$ cat src/rtl/mcpu5_pkg.sv
// mcpu5_pkg: shared constants and types for the mcpu5 sequencer.
//   PROG_DEPTH / PROG_AW : program memory depth and address width
//   OP_OUT               : instruction whose accu value is captured for the consumer
//   OP_HALT              : instruction that halts the sequencer when MCPU5_SEQ_HALT_OP_EN is set
//   state_e / phase_e    : sequencer state and CPU clock phase encodings
package mcpu5_pkg;

  localparam int unsigned PROG_DEPTH = 64;
  localparam int unsigned PROG_AW    = $clog2(PROG_DEPTH);

  localparam logic [5:0] OP_OUT  = 6'b111001;
  localparam logic [5:0] OP_HALT = 6'b111011;

  typedef enum logic [2:0] {
    StIdle,
    StReset,
    StRun,
    StStall,
    StHalt
  } state_e;

  // PL* drive cpu_clk low, PH* drive it high; the CPU edge is the PL1 -> PH0 step.
  typedef enum logic [1:0] {
    PhPl0,
    PhPl1,
    PhPh0,
    PhPh1
  } phase_e;

endpackage

$ cat src/rtl/mcpu5_prog_mem.sv
// mcpu5_prog_mem: 64x6 program store, synchronous write, asynchronous read.
// No reset: contents survive rst_n so a program can be reloaded or rerun.
//   clk   : write clock
//   we    : write enable
//   waddr : write address
//   wdata : write data
//   raddr : read address
//   rdata : combinational read data
module mcpu5_prog_mem
  import mcpu5_pkg::*;
(
  input  logic               clk,
  input  logic               we,
  input  logic [PROG_AW-1:0] waddr,
  input  logic [5:0]         wdata,
  input  logic [PROG_AW-1:0] raddr,
  output logic [5:0]         rdata
);

  logic [5:0] mem_q [PROG_DEPTH];

  always_ff @(posedge clk) begin
    if (we) begin
      mem_q[waddr] <= wdata;
    end
  end

  assign rdata = mem_q[raddr];

endmodule

$ cat src/rtl/mcpu5_seq.sv
// mcpu5_seq: loads a program, then drives an external CPU through 4-phase
// CPU cycles, feeding instructions and capturing accu on OUT instructions.
// Optional feature macro: MCPU5_SEQ_HALT_OP_EN (OP_HALT stops the sequencer).
//   clk, rst_n              : system clock, synchronous active-low reset
//   load_valid/data/ready   : program word load handshake
//   start                   : reset CPU and run from pc 0 (only in IDLE/HALT)
//   halt_req                : stop at the end of the current CPU cycle
//   cpu_clk, cpu_rst        : CPU clock and active-high CPU reset
//   cpu_inst                : instruction presented to the CPU
//   cpu_out                 : pc while cpu_clk=1, accu while cpu_clk=0
//   out_valid/data/ready    : captured OUT value handshake
//   busy, halted            : status
module mcpu5_seq
  import mcpu5_pkg::*;
(
  input  logic       clk,
  input  logic       rst_n,
  input  logic       load_valid,
  input  logic [5:0] load_data,
  output logic       load_ready,
  input  logic       start,
  input  logic       halt_req,
  output logic       cpu_clk,
  output logic       cpu_rst,
  output logic [5:0] cpu_inst,
  input  logic [7:0] cpu_out,
  output logic       out_valid,
  output logic [7:0] out_data,
  input  logic       out_ready,
  output logic       busy,
  output logic       halted
);

  state_e state_q, state_d;
  phase_e phase_q, phase_d;

  logic               cpu_clk_q, cpu_clk_d;
  logic               cpu_rst_q, cpu_rst_d;
  logic [5:0]         cpu_inst_q, cpu_inst_d;
  logic               out_valid_q, out_valid_d;
  logic [7:0]         out_data_q, out_data_d;
  logic [PROG_AW-1:0] wptr_q, wptr_d;
  logic [PROG_AW-1:0] pc_q, pc_d;
  logic               rst_cyc_q, rst_cyc_d;    // set once the first RESET cycle is done
  logic               halt_pend_q, halt_pend_d;

  logic       load_fire;
  logic       out_space;
  logic       capture;
  logic       halt_op;
  logic [5:0] mem_rdata;

  assign load_ready = ((state_q == StIdle) || (state_q == StHalt)) && !start;
  assign load_fire  = load_valid && load_ready;
  assign out_space  = !out_valid_q || out_ready;

`ifdef MCPU5_SEQ_HALT_OP_EN
  assign halt_op = (cpu_inst_q == OP_HALT);
`else
  assign halt_op = 1'b0;
`endif

  mcpu5_prog_mem u_mem (
    .clk   (clk),
    .we    (load_fire && rst_n),
    .waddr (wptr_q),
    .wdata (load_data),
    .raddr (pc_q),
    .rdata (mem_rdata)
  );

  always_comb begin
    state_d     = state_q;
    phase_d     = phase_q;
    cpu_rst_d   = cpu_rst_q;
    cpu_inst_d  = cpu_inst_q;
    out_valid_d = out_valid_q;
    out_data_d  = out_data_q;
    wptr_d      = wptr_q;
    pc_d        = pc_q;
    rst_cyc_d   = rst_cyc_q;
    halt_pend_d = halt_pend_q;
    capture     = 1'b0;

    if (load_fire) begin
      wptr_d = wptr_q + 6'd1;
    end

    case (state_q)
      StIdle, StHalt: begin
        if (start) begin
          state_d     = StReset;
          phase_d     = PhPl0;
          wptr_d      = '0;
          pc_d        = '0;
          cpu_rst_d   = 1'b1;
          cpu_inst_d  = '0;
          rst_cyc_d   = 1'b0;
          halt_pend_d = 1'b0;
        end
      end

      StReset: begin
        unique case (phase_q)
          PhPl0: phase_d = PhPl1;
          PhPl1: phase_d = PhPh0;
          PhPh0: phase_d = PhPh1;
          PhPh1: begin
            phase_d = PhPl0;
            if (rst_cyc_q) begin
              state_d   = StRun;
              cpu_rst_d = 1'b0;
            end else begin
              rst_cyc_d = 1'b1;
            end
          end
        endcase
      end

      StRun: begin
        if (halt_req) begin
          halt_pend_d = 1'b1;
        end
        unique case (phase_q)
          PhPl0: begin
            cpu_inst_d = mem_rdata;
            phase_d    = PhPl1;
          end
          PhPl1: begin
            if (halt_op) begin
              // Replaces the CPU edge, so the halt instruction is never executed.
              state_d     = StHalt;
              phase_d     = PhPl0;
              halt_pend_d = 1'b0;
            end else if (cpu_inst_q == OP_OUT) begin
              if (out_space) begin
                capture = 1'b1;
                phase_d = PhPh0;
              end else begin
                state_d = StStall;
              end
            end else begin
              phase_d = PhPh0;
            end
          end
          PhPh0: phase_d = PhPh1;
          PhPh1: begin
            pc_d    = cpu_out[PROG_AW-1:0];
            phase_d = PhPl0;
            if (halt_req || halt_pend_q) begin
              state_d     = StHalt;
              halt_pend_d = 1'b0;
            end
          end
        endcase
      end

      StStall: begin
        if (halt_req) begin
          halt_pend_d = 1'b1;
        end
        if (out_space) begin
          capture = 1'b1;
          state_d = StRun;
          phase_d = PhPh0;
        end
      end

      default: state_d = StIdle;
    endcase

    cpu_clk_d = ((state_d == StReset) || (state_d == StRun)) &&
                ((phase_d == PhPh0) || (phase_d == PhPh1));

    if (capture) begin
      out_data_d  = cpu_out;
      out_valid_d = 1'b1;
    end else if (out_valid_q && out_ready) begin
      out_valid_d = 1'b0;
    end
  end

  always_ff @(posedge clk) begin
    if (!rst_n) begin
      state_q     <= StIdle;
      phase_q     <= PhPl0;
      cpu_clk_q   <= 1'b0;
      cpu_rst_q   <= 1'b1;
      cpu_inst_q  <= '0;
      out_valid_q <= 1'b0;
      out_data_q  <= '0;
      wptr_q      <= '0;
      pc_q        <= '0;
      rst_cyc_q   <= 1'b0;
      halt_pend_q <= 1'b0;
    end else begin
      state_q     <= state_d;
      phase_q     <= phase_d;
      cpu_clk_q   <= cpu_clk_d;
      cpu_rst_q   <= cpu_rst_d;
      cpu_inst_q  <= cpu_inst_d;
      out_valid_q <= out_valid_d;
      out_data_q  <= out_data_d;
      wptr_q      <= wptr_d;
      pc_q        <= pc_d;
      rst_cyc_q   <= rst_cyc_d;
      halt_pend_q <= halt_pend_d;
    end
  end

  assign cpu_clk   = cpu_clk_q;
  assign cpu_rst   = cpu_rst_q;
  assign cpu_inst  = cpu_inst_q;
  assign out_valid = out_valid_q;
  assign out_data  = out_data_q;
  assign busy      = (state_q == StReset) || (state_q == StRun) || (state_q == StStall);
  assign halted    = (state_q == StHalt);

endmodule

$ cat config.mk
export PLATFORM = sky130hd
export DESIGN_NAME = mcpu5_seq
export DESIGN_NICKNAME = d
export VERILOG_FILES = /design/src/rtl/mcpu5_pkg.sv /design/src/rtl/mcpu5_prog_mem.sv /design/src/rtl/mcpu5_seq.sv
export SDC_FILE = /design/constraint.sdc
export NUM_CORES = 1
export LEC_CHECK = 0
export BUFFER_PORTS_ARGS = -buffer_cell sky130_fd_sc_hd__buf_2
export CAP_MARGIN = 20
export CORE_MARGIN = 8
export CORE_UTILIZATION = 62
export DETAILED_ROUTE_END_ITERATION = 16
export PLACE_DENSITY = 0.79
export SLEW_MARGIN = 15
export SYNTH_ARGS = -nofsm -noshare
export SYNTH_HDL_FRONTEND = slang
export SYNTH_SLANG_ARGS = --single-unit
export TNS_END_PERCENT = 50
$ cat constraint.sdc
create_clock -name clk -period 3.57 [get_ports clk]
set_clock_uncertainty 0.2 [all_clocks]
set_input_delay 0.714 -clock clk [delete_from_list [all_inputs] [get_ports clk]]
set_output_delay 0.714 -clock clk [all_outputs]
set_load 0.1 [all_outputs]
After elaboration in Yosys (flattened, before gate mapping)

Memories as Yosys holds them, arrays and structs flattened. A register that Yosys moved wholly into a read port is not among the register bits.
Index checks and enable logic that the tools add are counted.

Register bits after elaboration: 36
Output and inout port bits: 20
Latch bits: 0
Bits in writable memories: 384
Word-level logic and storage cells: 100
Memories: 1
Bits in read-only memories: 0
Input bits: 20

Multiplexer cells: 44
Add/subtract/negate cells: 1
Divide/modulo/power cells: 0
Reduce and logical (&&, ||, !) cells: 26
$mul: 0
Shift-type cells: 0
Bitwise logic cells: 0
Equality and inequality tests: 17
Magnitude comparators: 0

Memories:

| name        | words | width | rd ports | clocked after memory_dff | write ports | RTL line             | RTL |
|---|---|---|---|---|---|---|---|
| u_mem.mem_q | 64    | 6     | 1        | 1                        | 1           | mcpu5_prog_mem.sv:20 | `logic [5:0] mem_q [PROG_DEPTH];` |

Operator list:

| operator            | number |
|---|---|
| $mux 6              | 8 |
| $pmux 2 s4          | 3 |
| $pmux 6 s2          | 2 |
| $mux 3              | 7 |
| $mux 1              | 15 |
| $pmux 3 s4          | 1 |
| $eq 3x2->1 const B  | 3 |
| $reduce_and 3->1    | 3 |
| $eq 2x2->1 const B  | 4 |
| $logic_or 1x1->1    | 7 |
| $add 6x1->6 const B | 1 |
| $eq 3x1->1 const B  | 2 |
| $eq 6x6->1 const B  | 1 |
| $mux 2              | 3 |
| $ne 2x1->1 const B  | 3 |
| $pmux 1 s2          | 3 |
| $pmux 3 s2          | 1 |
| $reduce_bool 2->1   | 3 |
| $logic_and 1x1->1   | 5 |
| $ne 2x2->1 const B  | 2 |
| $reduce_and 4->1    | 1 |
| $eq 3x3->1 const B  | 1 |
| $logic_not 3->1     | 1 |
| $pmux 1 s3          | 1 |
| 6 further kinds     | 7 |

Longest topological paths before layout

Gate-level depths: netlist of the first run.

Depth in word-level cells: 9
Depth in mapped cells: 9
Depth with buffers taken out: 7

Modules after synthesis

Synthesis of the first run repeated with hierarchy kept, for this count alone.

Cells, all modules: 904
Area total of the unflattened synthesis: 16872.4 µm²

By module, submodules not included:

| module         | sequential area each (µm²) | cells an instance | area an instance (µm²) | instances |
|---|---|---|---|---|
| mcpu5_prog_mem | 11531.1                    | 714               | 15105.7                | 1 |
| mcpu5_seq      | 720.7                      | 190               | 1766.7                 | 1 |

Worst setup path after synthesis of the first run

No wires, ideal clock.

Path type: in2out
Start: input port start
End: output port load_ready
Arrival: 2.934 ns
Required time: 2.656 ns
Path slack: -0.278 ns
Cell stages on the path: 2
Buffers on the path: 1
Cell sequence: clkbuf_1 -> nor3_1

Word-level cells in the longest chain between the ends: 2

RTL lines:

| element           | RTL line        | RTL |
|---|---|---|
| from (decl)       | mcpu5_seq.sv:21 | `input logic start,` |
| $logic_not 1->1   | mcpu5_seq.sv:53 | `assign load_ready = ((state_q == StIdle) \|\| (state_q == StHalt)) && !start;` |
| $logic_and 1x1->1 | mcpu5_seq.sv:53 |  |
| to (decl)         | mcpu5_seq.sv:20 | `output logic load_ready,` |

Every way passes these cells.

Final worst setup path of the first run

Start: register state_q[1]
End: output port busy

Word-level cells in the longest chain between the ends: 3
Elaborated cells between the ends (all ways): 5
Classes of those cells: 3 x eq/ne; 2 x reduce/logical

RTL lines:

| element                                         | RTL line         | RTL |
|---|---|---|
| from (decl)                                     | mcpu5_seq.sv:34  | `state_e state_q, state_d;` |
| from (signal assigned)                          | mcpu5_seq.sv:185 | `state_q <= StIdle;` |
| from (signal assigned)                          | mcpu5_seq.sv:197 | `state_q <= state_d;` |
| $eq 3x1->1 / $eq 3x2->1 (equally long branches) | mcpu5_seq.sv:216 | `assign busy = (state_q == StReset) \|\| (state_q == StRun) \|\| (state_q == StStall);` |
| $logic_or 1x1->1                                | mcpu5_seq.sv:216 |  |
| $logic_or 1x1->1 *                              | mcpu5_seq.sv:216 |  |
| to (decl)                                       | mcpu5_seq.sv:30  | `output logic busy,` |

Mark *: on every way between the ends. The rest lies on a longest branch, timed or not.

==> out/results.tsv, run 1 <==
stage	metric	value	unit
outcome	status	complete, no violations	
synthesis	synth-async-reset-ratio	0	
clock_network	worst_skew_pair.late_latency	540	ps
global_routing	first_global_vias	8923	
drt	drt_iter0_drc	1045	
critical_path	path_class	reg -> out	
drt	drt-total-wl	36800	um
global_routing	grt_start_max_net_pins	44	
floorplan	chipHeight	181	um
drt	vias	8915	
clock_network	post_cts_buffers	0	
finish	layout_common_cells	edfxtp_1 (384), mux4_2 (98), nor2_1 (86)	
synthesis	synth_top_area_share	0.683	
timing	period_needed	2920	ps
synthesis	syn_nets	925	
floorplan	rows	60	
clock_network	cts_buffers	40	
placed_design	place_ws	401	ps
global_routing	antenna_found_initial	0	
timing	worst_pin_slew	917	ps
placed_design	io_buffers	39	
pwr	ir_worst_vdd	323	uV
finish	drive_gt1_frac	0.255	
floorplan	die_area	32800	um2
finish	n_fill_cell	1614	
critical_path	required	2660	ps
global_routing	grt_pass1_wl	55300	um
synthesis	synth-seq-area-share	0.733	
timing	hold_violations	0	
critical_path	arrival	2010	ps
synthesis	synth_seq_cells	426	
clock_network	cts_resized	0	
clock_network	cts_tree	built	
job	cap_violations	0	
floorplan	core	26900	um2
floorplan	fp.dieW	181	um
timing	period_share	0.819	
clock_network	clk_pin_slew	60	ps
finish	diodes	0	
pwr	powerDensity	523	nW/um2
synthesis	synth_top_area_cell	edfxtp_1	
drt	drt_drc_violations_left	0	
timing	setup_tns	0	ps
clock_network	clockBufferDepth	3	
placed_design	dpl.hpwl	23800	um
synthesis	ys.flop_type	edfxtp_1	
synthesis	synthTopCellsByArea	edfxtp_1 (68%), mux4_2 (13%), dfxtp_1 (5.0%)	
placed_design	place_congestion	0.972	
clock_network	clockRootBuffer	clkbuf_16	
critical_path	end_kind	output pin	
clock_network	cts_max_level	2	
timing	fmax	342	MHz
timing	maxSlewViolCount	0	
drt	first_pass_iters	5	
timing	rsz0062_at_grt	false	
worst_hold_path	hold_path_class	reg -> reg	
drt	wl_per_cell	27.5	um
global_routing	grt_usage	0.225	
pwr	p_leak	5.90	nW
drt	vias_per_cell	6.66	
critical_path	worst_setup_path_start_kind	flip-flop	
synthesis	avgSynthCellArea	18.8	um2
synthesis	synthesis.area	16900	um2
floorplan	io_pins	40	
critical_path	critPathMaxFanout	14	
timing	finalSetupViolCount	0	
clock_network	cts.hold.buffers_added	0	
finish	area_growth	12.0	%
floorplan	initial_utilization	0.628	
global_routing	grt.overflow.total	0	
timing	fin_ws	647	ps
drt	ant_nets	0	
synthesis	synthCells	899	
clock_network	cts.sink_count	426	
finish	final_nets	995	
synthesis	synth_cell_types	58	
synthesis	yosys_warnings	0	
finish	final_common_cell	edfxtp_1	
pwr	power	9.89	mW
timing	slew_headroom	0.389	
synthesis	synth_edf_count	384	
per-layer routing:
layer / wire (um) / up-vias / global-route usage
met5: 0 / - / 0
met1: 14400 / 4509 / 0.305
met4: 1620 / 0 / 0.104
li1: - / 3744 / -
met2: 17200 / 553 / 0.349
met3: 3540 / 109 / 0.0477
flip-flops by register name, indices dropped and copies added (netlist names), named ones only:
name         flops
halt_pend_q      1
cpu_clk          1
out_valid        1
cpu_inst         6
out_data         8
u_mem.mem_q    384
rst_cyc_q        1
cpu_rst          1
wptr_q           6
pc_q             6
state_q          3
path summary, 6_finish.rpt:
kind / start / endpoint / slack, ps / cells past startpoint
worst max-delay path: state_q[1] / busy / 650 / 3
worst min register to register: cpu_rst / cpu_rst / 250 / 1
worst min-delay path: cpu_rst / cpu_rst / 250 / 1
worst max register to register: state_q[1] / u_mem.mem_q[57][1] / 670 / 4
cell type report:
| type | count | area [um2] | area share |
|---|---|---|---|
| tap | 341 | 427 | 0.0226 |
| clock buffer | 49 | 1080 | 0.0569 |
| inverter | 6 | 22.5 | 0.00119 |
| timing repair buffer | 81 | 573 | 0.0303 |
| clock inverter | 22 | 236 | 0.0125 |
| multi-input combinational | 414 | 4200 | 0.222 |
| sequential | 426 | 12400 | 0.655 |
logic make-up (layout without fill, tap and decap cells):
logic type	Yosys count	count (layout)	share of synthesized area
buf+inv	59	158	0.0190
flops	426	426	0.733
mux	128	128	0.149
simple gates	200	200	0.0610
xor+xnor	6	6	0.00311
fa+ha+maj	6	6	0.00445
compound gates	74	74	0.0311
synthesized netlist by cell type (all sizes together), types with 5 or more instances:
master  instances
nand2          21
or3             6
nor3           19
edfxtp        384
nor2b          23
mux2i          29
o21ai           7
a22oi          15
dfxtp          42
nand3           7
nand2b          7
buf            30
nor2           86
a21o            6
ha              6
and2            5
nor3b           5
inv             6
clkbuf         23
mux4           98
a21oi          13
through the flow:
| step | cell area (um2) | util | instances | hold slack (ps) |
|---|---|---|---|---|
| floorplan | 16900 | - | 899 | 229 |
| global placement | 17600 | 0.655 | 1268 | 233 |
| detailed placement | 17600 | 0.655 | 1268 | 244 |
| CTS | 18900 | 0.704 | 1339 | 243 |
| global route | 18900 | 0.704 | 1339 | 273 |
| finish | 18900 | 0.704 | 1339 | 253 |
power by group:
group | internal, mW | switching, mW
Sequential | 5.43 | 0.00657
Clock | 2.51 | 1.77
Combinational | 0.0413 | 0.136
critical path, cell delays in order, from the launching register on:
cell     delay (ps)
dfxtp_1         700
nor2_1          190
nor2_1          150
buf_2           440
(Power assumes the default switching activity.)
==> run 2: changes to the inputs <==
clock period = 2.9 ns   (was 3.57 ns; I/O delays follow)
==> run 2 against run 1 <==
- global-route usage grew 0.70 points
- flip-flop and latch count is the same
- critical path depth is 1 higher
- count of clock-buffer cells in the layout is 5 higher
- clock power is 28% higher
- cell count is 5.6% higher
- total power is 25% higher
- critical path type unchanged
- largest cell class unchanged
==> out/results.tsv, run 2 (synthesis results as in run 1) <==
stage	metric	value	unit
outcome	status	complete, no violations	
finish	area_growth	16.0	%
placed_design	place_congestion	0.880	
pwr	clkPwrFrac	0.442	
drt	first_pass_iters	5	
global_routing	grt_pass1_wl	57200	um
drt	drt_drc_violations_left	0	
placed_design	place_inst	1337	
timing	hold_violations	0	
pwr	powerDensity	632	nW/um2
finish	final_common_cell	edfxtp_1	
clock_network	cts.sink_count	426	
finish	post-route-util	0.729	
clock_network	clockBufferDepth	3	
finish	n_fill_cell	1525	
clock_network	clk_pin_slew	60	ps
floorplan	core	26900	um2
global_routing	grt_start_max_net_pins	65	
finish	regMostFlops	u_mem.mem_q	
clock_network	cts.hold.buffers_added	0	
pwr	swShare	0.190	
timing	rsz0062_at_grt	false	
placed_design	io_buffers	39	
finish	largest_register_ffs	384	
floorplan	die_area	32800	um2
timing	period_needed	2680	ps
job	cap_violations	0	
drt	drt_iter0_drc	954	
pwr	power_frac_seq	0.541	
clock_network	cts_buffers	42	
timing	period_share	0.924	
placed_design	dpl.hpwl	24000	um
clock_network	cts_max_level	2	
floorplan	rows	60	
clock_network	clockRootBuffer	clkbuf_16	
drt	ant_nets	0	
global_routing	first_global_vias	9368	
drt	drt-total-wl	37900	um
timing	maxSlewViolCount	0	
pwr	p_leak	6.32	nW
critical_path	end_kind	output pin	
global_routing	grt_usage	0.232	
clock_network	worst_skew_pair.late_latency	530	ps
pwr	power	12.4	mW
timing	fmax	373	MHz
worst_hold_path	hold_path_class	in -> reg	
critical_path	required	2120	ps
critical_path	path_class	reg -> out	
finish	fin_cells	1414	
timing	worst_pin_slew	922	ps
critical_path	critPathMaxFanout	17	
drt	vias	9120	
floorplan	initial_utilization	0.628	
finish	layout_common_cells	edfxtp_1 (384), buf_4 (100), mux4_2 (98)	
floorplan	io_pins	40	
drt	vias_per_cell	6.45	
timing	whs	118	ps
clock_network	cts_tree	built	
timing	finalSetupViolCount	0	
pwr	switchingPower	2.36	mW
clock_network	cts_resized	0	
global_routing	antenna_found_initial	0	
pwr	ir_worst_vdd	546	uV
finish	diodes	0	
timing	slew_headroom	0.386	
finish	drive_gt1_frac	0.301	
floorplan	fp.dieW	181	um
finish	final_nets	1066	
global_routing	grt.overflow.total	0	
critical_path	arrival	1900	ps
critical_path	ff2ff_setup_slack	260	ps
critical_path	worst_setup_path_start_kind	flip-flop	
pwr	p_int	10.0	mW
pwr	comb_power_share	0.018	
clock_network	post_cts_buffers	0	
drt	wl_per_cell	26.8	um
timing	setup_tns	0	ps
floorplan	chipHeight	181	um
run 2: changes by cell type in the layout (fill, tap and decap cells not counted), sizes merged:
cell	before	now
clkinv	15	14
buf	81	150
clkbuf	49	54
inv	7	8
bufinv	5	6
run 2: per-layer routing:
layer  routed length (um)  GRT usage  vias to the layer above
met3                 3310     0.0542                       78
li1                     -          -                     3894
met4                  926     0.0636                        0
met2                18900      0.395                      507
met5                    0          0                        -
met1                14700      0.298                     4641
run 2: path summary, 6_finish.rpt:
check              from                  to  depth (start not counted)
max          state_q[0]              halted                          4
min          cpu_out[6]         out_data[6]                          3
max reg2reg  state_q[1]  u_mem.mem_q[16][2]                          5
min reg2reg     cpu_rst             cpu_rst                          1
run 2: power groups by stage:
stage / clock network (mW) / logic [mW] / registers [mW]
after CTS: 5.54 / 0.217 / 6.69
after global placement: 0 / 0.211 / 6.82
after detailed placement: 0 / 0.216 / 6.82
final: 5.47 / 0.218 / 6.69
after global routing: 5.75 / 0.234 / 6.69
after floorplan: 0 / 0.0742 / 6.83
run 2: worst max-delay path: stages, from the launching register on:
cell and delay, ps:
dfxtp_1 340, buf_4 210, nor2_1 250, and2_1 160, buf_2 420
run 2: through the flow:
stage / cell area [um2] / setup slack, ps
6_report: 19600 / 219
5_1_grt: 19600 / 108
4_1_cts: 19600 / 210
3_5_place_dp: 18200 / 48.8
3_3_place_gp: 18200 / 161
2_1_floorplan: 16900 / 8.14
run 2: final cells by class:
cell class | instances | area (um2) | area share
flip-flops and latches | 426 | 12400 | 0.632
multi-input cells | 414 | 4200 | 0.214
repair buffers | 150 | 1170 | 0.0595
clock buffers | 54 | 1130 | 0.0576
well taps | 341 | 427 | 0.0218
clock inverters | 23 | 268 | 0.0137
inverters | 6 | 22.5 | 0.00115
